### src/rtl/credit_sender.sv
// rtl/credit_sender.sv - credit-gated ready/valid to credit-link sender with registered link output
module credit_sender #(
    parameter int Width = 8,
    parameter int MaxCredit = 1,
    localparam int CountWidth = $clog2(MaxCredit + 1)
) (
    input  logic                  clk,
    input  logic                  rst,
    input  logic                  push_valid,
    output logic                  push_ready,
    input  logic [Width-1:0]      push_data,
    output logic                  pop_sender_in_reset,
    input  logic                  pop_receiver_in_reset,
    input  logic                  pop_credit,
    output logic                  pop_valid,
    output logic [Width-1:0]      pop_data,
    input  logic [CountWidth-1:0] credit_initial,
    input  logic [CountWidth-1:0] credit_withhold,
    output logic [CountWidth-1:0] credit_count,
    output logic [CountWidth-1:0] credit_available,
    output logic                  credit_overflow
);

    localparam logic [CountWidth:0] MaxCountExt = (CountWidth + 1)'(MaxCredit);

    logic [CountWidth-1:0] count_q;
    logic [CountWidth:0]   count_ext;
    logic [CountWidth:0]   withhold_ext;
    logic [CountWidth:0]   avail_ext;
    logic [CountWidth:0]   next_ext;
    logic                  send;
    logic                  overflow_now;

    assign pop_sender_in_reset = ~rst;
    assign credit_count        = count_q;

    // One extra bit of headroom so the return path can exceed MaxCredit without wrapping.
    assign count_ext    = {1'b0, count_q};
    assign withhold_ext = {1'b0, credit_withhold};

    always_comb begin
        avail_ext = '0;
        if (count_ext > withhold_ext) begin
            avail_ext = count_ext - withhold_ext;
        end
    end

    assign credit_available = avail_ext[CountWidth-1:0];

    // Readiness depends only on registered count and withhold, never on pop_credit.
    assign push_ready = (avail_ext != '0) & rst & ~pop_receiver_in_reset;
    assign send       = push_valid & push_ready;

    always_comb begin
        next_ext = count_ext - {{CountWidth{1'b0}}, send} + {{CountWidth{1'b0}}, pop_credit};
    end

    assign overflow_now = (next_ext > MaxCountExt);

    always_ff @(posedge clk) begin
        if (!rst) begin
            count_q         <= credit_initial;
            pop_valid       <= 1'b0;
            pop_data        <= '0;
            credit_overflow <= 1'b0;
        end else if (pop_receiver_in_reset) begin
            count_q   <= credit_initial;
            pop_valid <= 1'b0;
        end else begin
            pop_valid <= send;
            if (send) begin
                pop_data <= push_data;
            end
            if (overflow_now) begin
                count_q         <= MaxCountExt[CountWidth-1:0];
                credit_overflow <= 1'b1;
            end else begin
                count_q <= next_ext[CountWidth-1:0];
            end
        end
    end

endmodule

### config.mk
export PLATFORM = sky130hd
export DESIGN_NAME = credit_sender
export DESIGN_NICKNAME = d
export VERILOG_FILES = /design/src/rtl/credit_sender.sv
export SDC_FILE = /design/constraint.sdc
export NUM_CORES = 1
export LEC_CHECK = 0
export CAP_MARGIN = 20
export CORE_UTILIZATION = 30
export DETAILED_ROUTE_END_ITERATION = 7
export PLACE_DENSITY = 0.67
export SLEW_MARGIN = 30
export SYNTH_ARGS = -nofsm -noshare
export SYNTH_HDL_FRONTEND = slang
export SYNTH_SLANG_ARGS = --single-unit
### constraint.sdc
create_clock -name clk -period 2.3 [get_ports clk]
set_clock_uncertainty 0.15 [all_clocks]
set_input_delay 0.46 -clock clk [delete_from_list [all_inputs] [get_ports clk]]
set_output_delay 0.46 -clock clk [all_outputs]
set_load 0.005 [all_outputs]
==> flow_summary.toml, run 1 <==
[pwr]
vdd_drop_max_uv = 329
power_density_nw_per_um2 = 506
leakage_nw = 0.358
finalPower_w = 0.000411

[place]
pre_cts_slack_ns = -0.164
dp_hpwl_um = 894
dp_cells = 98
globalplace.congestion = 0.691
io_buffers = 28

[floorplanning]
dieWidth_um = 41.5
num_io_pins = 29
initial_core_util = 0.338
core_area_um2 = 1380
rows = 13
die-area_um2 = 1720
die_y_um = 41.5

[cts]
insertion_delay_ns = 0.27
htreeDepth = 1
cts_buffers = 3
cts_tree = "yes"
clkTransAtPathRegs_ns = 0.07
clock_sinks = 11
clk_path_buf_depth = 2
clock-root-buffer = "clkbuf_4"
cts_hold_buffers = 0

[global_route]
antenna_found_initial = 0
grt_overflow_total = 0
grt_use_total = 0.136
first_global_vias = 433
grt_pass1_wl_um = 1810
grt_max_degree = 13

[timing]
slew_violations = 0
period_minus_slack_ns = 2.23
totalNegativeSetupSlack_ns = 0
finalCritPeriodShare = 0.971
setup_ws_ns = 0.0670
finalHoldViolCount = 0
rsz0062_at_grt = "false"
setup_viol = 0
tightest_slew_ns = 0.160
max_slew_margin = 0.893
timing.fmax_mhz = 448

[detailed_routing]
drt-initial-drc-count = 7
wl_um = 1180
via_count = 470
avgRoutedWirePerCell_um = 11.3
firstDrtPassIters = 4
drc = 0
antenna_left = 0
routed_via_density = 4.52

[final_layout]
nets = 107
num-fill-cells = 131
seqCellArea_um2 = 220
area_delta_synth_final_pct = 73.5
num_antenna_cells = 0
drive_gt1_frac = 0.124
fin_util = 0.587
layout_commonest_cell = "clkdlybuf4s50_1"
multiInputGateArea_um2 = 203
mostFrequentLayoutCells = "clkdlybuf4s50_1, dfxtp_1, nand2_1"
finalNonFillerCells = 104

[critical_path]
cp_max_fo = 12
critPathKind = "in2out"
arrival_ns = 1.62
required_ns = 1.69
cp-end-kind = "output pin"
setup.worst_path.start_class = "input pin"

[synthesis]
yosysWarnings = 0
ys_types = 18
syn_nets = 72
synth_sequential_area_ratio = 0.471
syn_area_per_cell_um2 = 8.51
synth_area_um2 = 468
synthCells = 55
ys_ff_latch = 11

[hold_path]
worstHoldPathType = "reg2reg"

[run]
maxCapViolations = 0

[outcome]
status = "complete, no violations"
-- routing by layer --
metal,vias to the layer above,part of all wire,track usage
met1,200,0.47,0.160
met4,0,0,0.0387
met2,19,0.45,0.206
met3,0,0.084,0.0826
li1,251,-,-
met5,-,0,0
-- registers in the layout, indices dropped and copies added, names as in the netlist --
| name | cells |
|---|---|
| credit_overflow | 1 |
| pop_data | 8 |
| pop_valid | 1 |
| credit_count | 1 |
-- through the flow --
step	cell area, um^2	hold WS, ns
global route	812	0.322
floorplan	468	0.295
detailed placement	767	0.289
finish	812	0.298
global placement	767	0.288
CTS	800	0.301
-- repair_timing --
item,CTS,global route
resized for setup,1,2
pin swaps,1,2
setup buffers,1,1
endpoints found under the setup margin,1,2
-- cells in the mapped netlist, drive strengths merged --
master  count  area [um^2]
a21oi       2         10.0
a31oi       1         6.26
and2        2         15.0
and4bb      1         12.5
buf         3         26.3
clkbuf      1         3.75
dfxtp      11          220
ha          2         25.0
inv         4         15.0
mux2i       1         10.0
nand2       9         33.8
nand3       7         35.0
nor2        3         11.3
o21ai       7         35.0
xor2        1         8.76
-- critical path, stage by stage --
cell and delay [ns]:
clkdlybuf4s50_1 0.42, buf_4 0.19, inv_2 0.06, clkdlybuf4s50_1 0.49
-- worst paths after layout --
kind / to / slack, ns / cells after the start / start
hold reg to reg: pop_data[4] / 0.30 / 2 / pop_data[4]
setup / recovery: pop_sender_in_reset / 0.07 / 4 / rst
setup reg to reg: credit_overflow / 0.40 / 9 / credit_count
hold / removal: pop_data[4] / 0.30 / 2 / pop_data[4]
-- kinds of logic after synthesis --
group | after synthesis | share of synthesized area
AO/OA/AOI/OAI | 10 | 0.110
XOR/XNOR | 1 | 0.0187
adder cells (fa/ha/maj) | 2 | 0.0535
buffers and inverters | 8 | 0.0962
flip-flops | 11 | 0.471
multiplexers | 1 | 0.0214
AND/OR/NAND/NOR | 22 | 0.230
-- cell type report --
| type | count | area share |
|---|---|---|
| Timing Repair Buffer | 34 | 0.405 |
| Clock buffer | 4 | 0.0324 |
| Multi-Input combinational cell | 36 | 0.250 |
| Tap cell | 15 | 0.0231 |
| Inverter | 4 | 0.0185 |
| Sequential cell | 11 | 0.271 |
-- power breakdown --
group,switching [W],internal (W),total (W)
Combinational,0.0000267,0.0000499,0.0000766
Sequential,0.00000375,0.000197,0.000201
Clock,0.0000660,0.0000672,0.000133
Total,0.0000965,0.000314,0.000411
Power figures use the tool's default switching activity.
==> inputs of run 2 (changes only) <==
--- a/config.mk
+++ b/config.mk
@@ -8,6 +8,7 @@
 export CAP_MARGIN = 20
 export CORE_UTILIZATION = 30
 export DETAILED_ROUTE_END_ITERATION = 7
+export GPL_ROUTABILITY_DRIVEN = 0
 export PLACE_DENSITY = 0.67
 export SLEW_MARGIN = 30
 export SYNTH_ARGS = -nofsm -noshare
==> results of run 2 <==
Same layout as run 1: the final DEF is identical, and so are final timing and power.
==> inputs of run 3 (changes only) <==
--- a/config.mk
+++ b/config.mk
@@ -9,7 +9,9 @@
 export CORE_UTILIZATION = 30
 export DETAILED_ROUTE_END_ITERATION = 7
 export GPL_ROUTABILITY_DRIVEN = 0
+export HOLD_SLACK_MARGIN = 0.12
 export PLACE_DENSITY = 0.67
+export SETUP_SLACK_MARGIN = 0.3
 export SLEW_MARGIN = 30
 export SYNTH_ARGS = -nofsm -noshare
 export SYNTH_HDL_FRONTEND = slang
==> run 3 against run 2 <==
Compared with the run above: critical path depth decreased by 1; register-to-register slack gained 0.15 ns; clock power is essentially flat; design area grew 3.1%; sequential share of layout area fell by 0.81 points; maximum frequency is 19% higher; hold slack lost 0.0016 ns; critical endpoint is now push_ready; largest power group unchanged.
==> flow_summary.toml, run 3 (same netlist as run 1, synthesis figures left out) <==
[outcome]
status = "complete, no violations"

[cts]
clkTransAtPathRegs_ns = 0.07
clock_sinks = 11
insertion_delay_ns = 0.26
cts_hold_buffers = 0
cts_buffers = 3
clock-root-buffer = "clkbuf_4"
htreeDepth = 1
cts_tree = "yes"
clk_path_buf_depth = 2

[detailed_routing]
antenna_left = 0
drc = 0
via_count = 472
wl_um = 1150
avgRoutedWirePerCell_um = 11.1
drt-initial-drc-count = 4
routed_via_density = 4.54
firstDrtPassIters = 2

[hold_path]
worstHoldPathType = "reg2reg"
hp-start = "pop_data[6]"
hold_depth = 2
hold_end = "pop_data[6]"

[critical_path]
cp-end-kind = "output pin"
critPathSlowestCell = "and4bb_1"
path_delay_family = "buffers and inverters"
cpPeakStageDelay_ns = 0.30
rrSetupSlack_ns = 0.55
setup.worst_path.start_class = "input pin"
required_ns = 1.69
crit_buf_inv = 2
crit_chain = "dlygate4sd2_1 > and4bb_1 > dlygate4sd2_1"
arrival_ns = 1.27
critPathKind = "in2out"
reg2reg_to = "credit_count"
regToRegStartpoint = "credit_count"
reg2reg_depth = 8
cp_max_fo = 3
cpMostUsedCell = "dlygate4sd2_1"

[final_layout]
largest_reg_flops = 8
multiInputGateArea_um2 = 235
seqCellArea_um2 = 220
finalNonFillerCells = 104
area_delta_synth_final_pct = 78.9
layout_commonest_cell = "clkdlybuf4s50_1"
drive_gt1_frac = 0.169
final_cell_area_um2 = 837
num-fill-cells = 131
mostFrequentLayoutCells = "clkdlybuf4s50_1, dfxtp_1, nand2_1"
num_antenna_cells = 0
nets = 107
largest-register = "pop_data"

[timing]
slew_violations = 0
finalCritPeriodShare = 0.818
timing.fmax_mhz = 531
rsz0062_at_grt = "false"
timing.hold.ws_ns = 0.296
finalHoldViolCount = 0
max_slew_margin = 0.901
tightest_slew_ns = 0.149
period_minus_slack_ns = 1.88
setup_viol = 0

[floorplanning]
initial_core_util = 0.338
dieWidth_um = 41.5
rows = 13
num_io_pins = 29
core_area_um2 = 1380
die-area_um2 = 1720
die_y_um = 41.5

[global_route]
grt_max_degree = 12
grt_overflow_total = 0
antenna_found_initial = 0
grt_pass1_wl_um = 2040
grt_use_total = 0.154
first_global_vias = 488

[run]
maxCapViolations = 0

[place]
io_buffers = 28
place_area_um2 = 792
dp_hpwl_um = 826
dp_cells = 98

[pwr]
leakage_nw = 0.347
finalPower_w = 0.000416
vdd_drop_max_uv = 338
power_density_nw_per_um2 = 498
[run 3: worst max path at each step]
stage	start	to	slack, ns	depth (start not counted)
2_1_floorplan	credit_withhold	credit_count	0.23	10
3_3_place_gp	credit_withhold	credit_count	-0.06	9
3_5_place_dp	credit_withhold	credit_count	-0.08	9
4_1_cts	pop_receiver_in_reset	push_ready	0.42	3
5_1_grt	pop_receiver_in_reset	credit_count	0.35	9
6_report	pop_receiver_in_reset	push_ready	0.42	3
[run 3: power breakdown]
group	switching, W	leakage (nW)	total, W	internal [W]
sequential	0.00000365	0.0895	0.000201	0.000197
combinational	0.0000306	0.243	0.0000826	0.0000520
clock	0.0000657	0.0150	0.000133	0.0000671
total	0.000100	0.347	0.000416	0.000316
[run 3: what timing repair did]
action                     CTS  global route
setup endpoints to repair    5             0
setup buffers                2             0
gates resized for setup      8             0
[run 3: cell type report]
type,instances,share of cell area
Multi-Input combinational cell,36,0.281
Sequential cell,11,0.263
Timing Repair Buffer,34,0.384
Inverter,4,0.0179
Tap cell,15,0.0224
Clock buffer,4,0.0314
[run 3: stage by stage]
step / utilization / setup slack (ns) / TNS [ns]
6_report: 0.605 / 0.418 / 0
5_1_grt: 0.605 / 0.355 / 0
4_1_cts: 0.605 / 0.424 / 0
3_5_place_dp: 0.573 / -0.0846 / -0.181
3_3_place_gp: 0.573 / -0.0576 / -0.111
2_1_floorplan: - / 0.233 / 0
[run 3: worst min-delay path, stage by stage, from the launching register on]
cell and delay [ns]:
dfxtp_1 0.31, nand2_1 0.05, o21ai_1 0.05
[run 3: layer usage]
| layer | vias up | wire [um] | global-route usage |
|---|---|---|---|
| met5 | - | 0 | 0 |
| met4 | 0 | 0 | 0.0387 |
| met3 | 0 | 95 | 0.0696 |
| met2 | 21 | 517 | 0.241 |
| met1 | 202 | 539 | 0.194 |
| li1 | 249 | - | - |
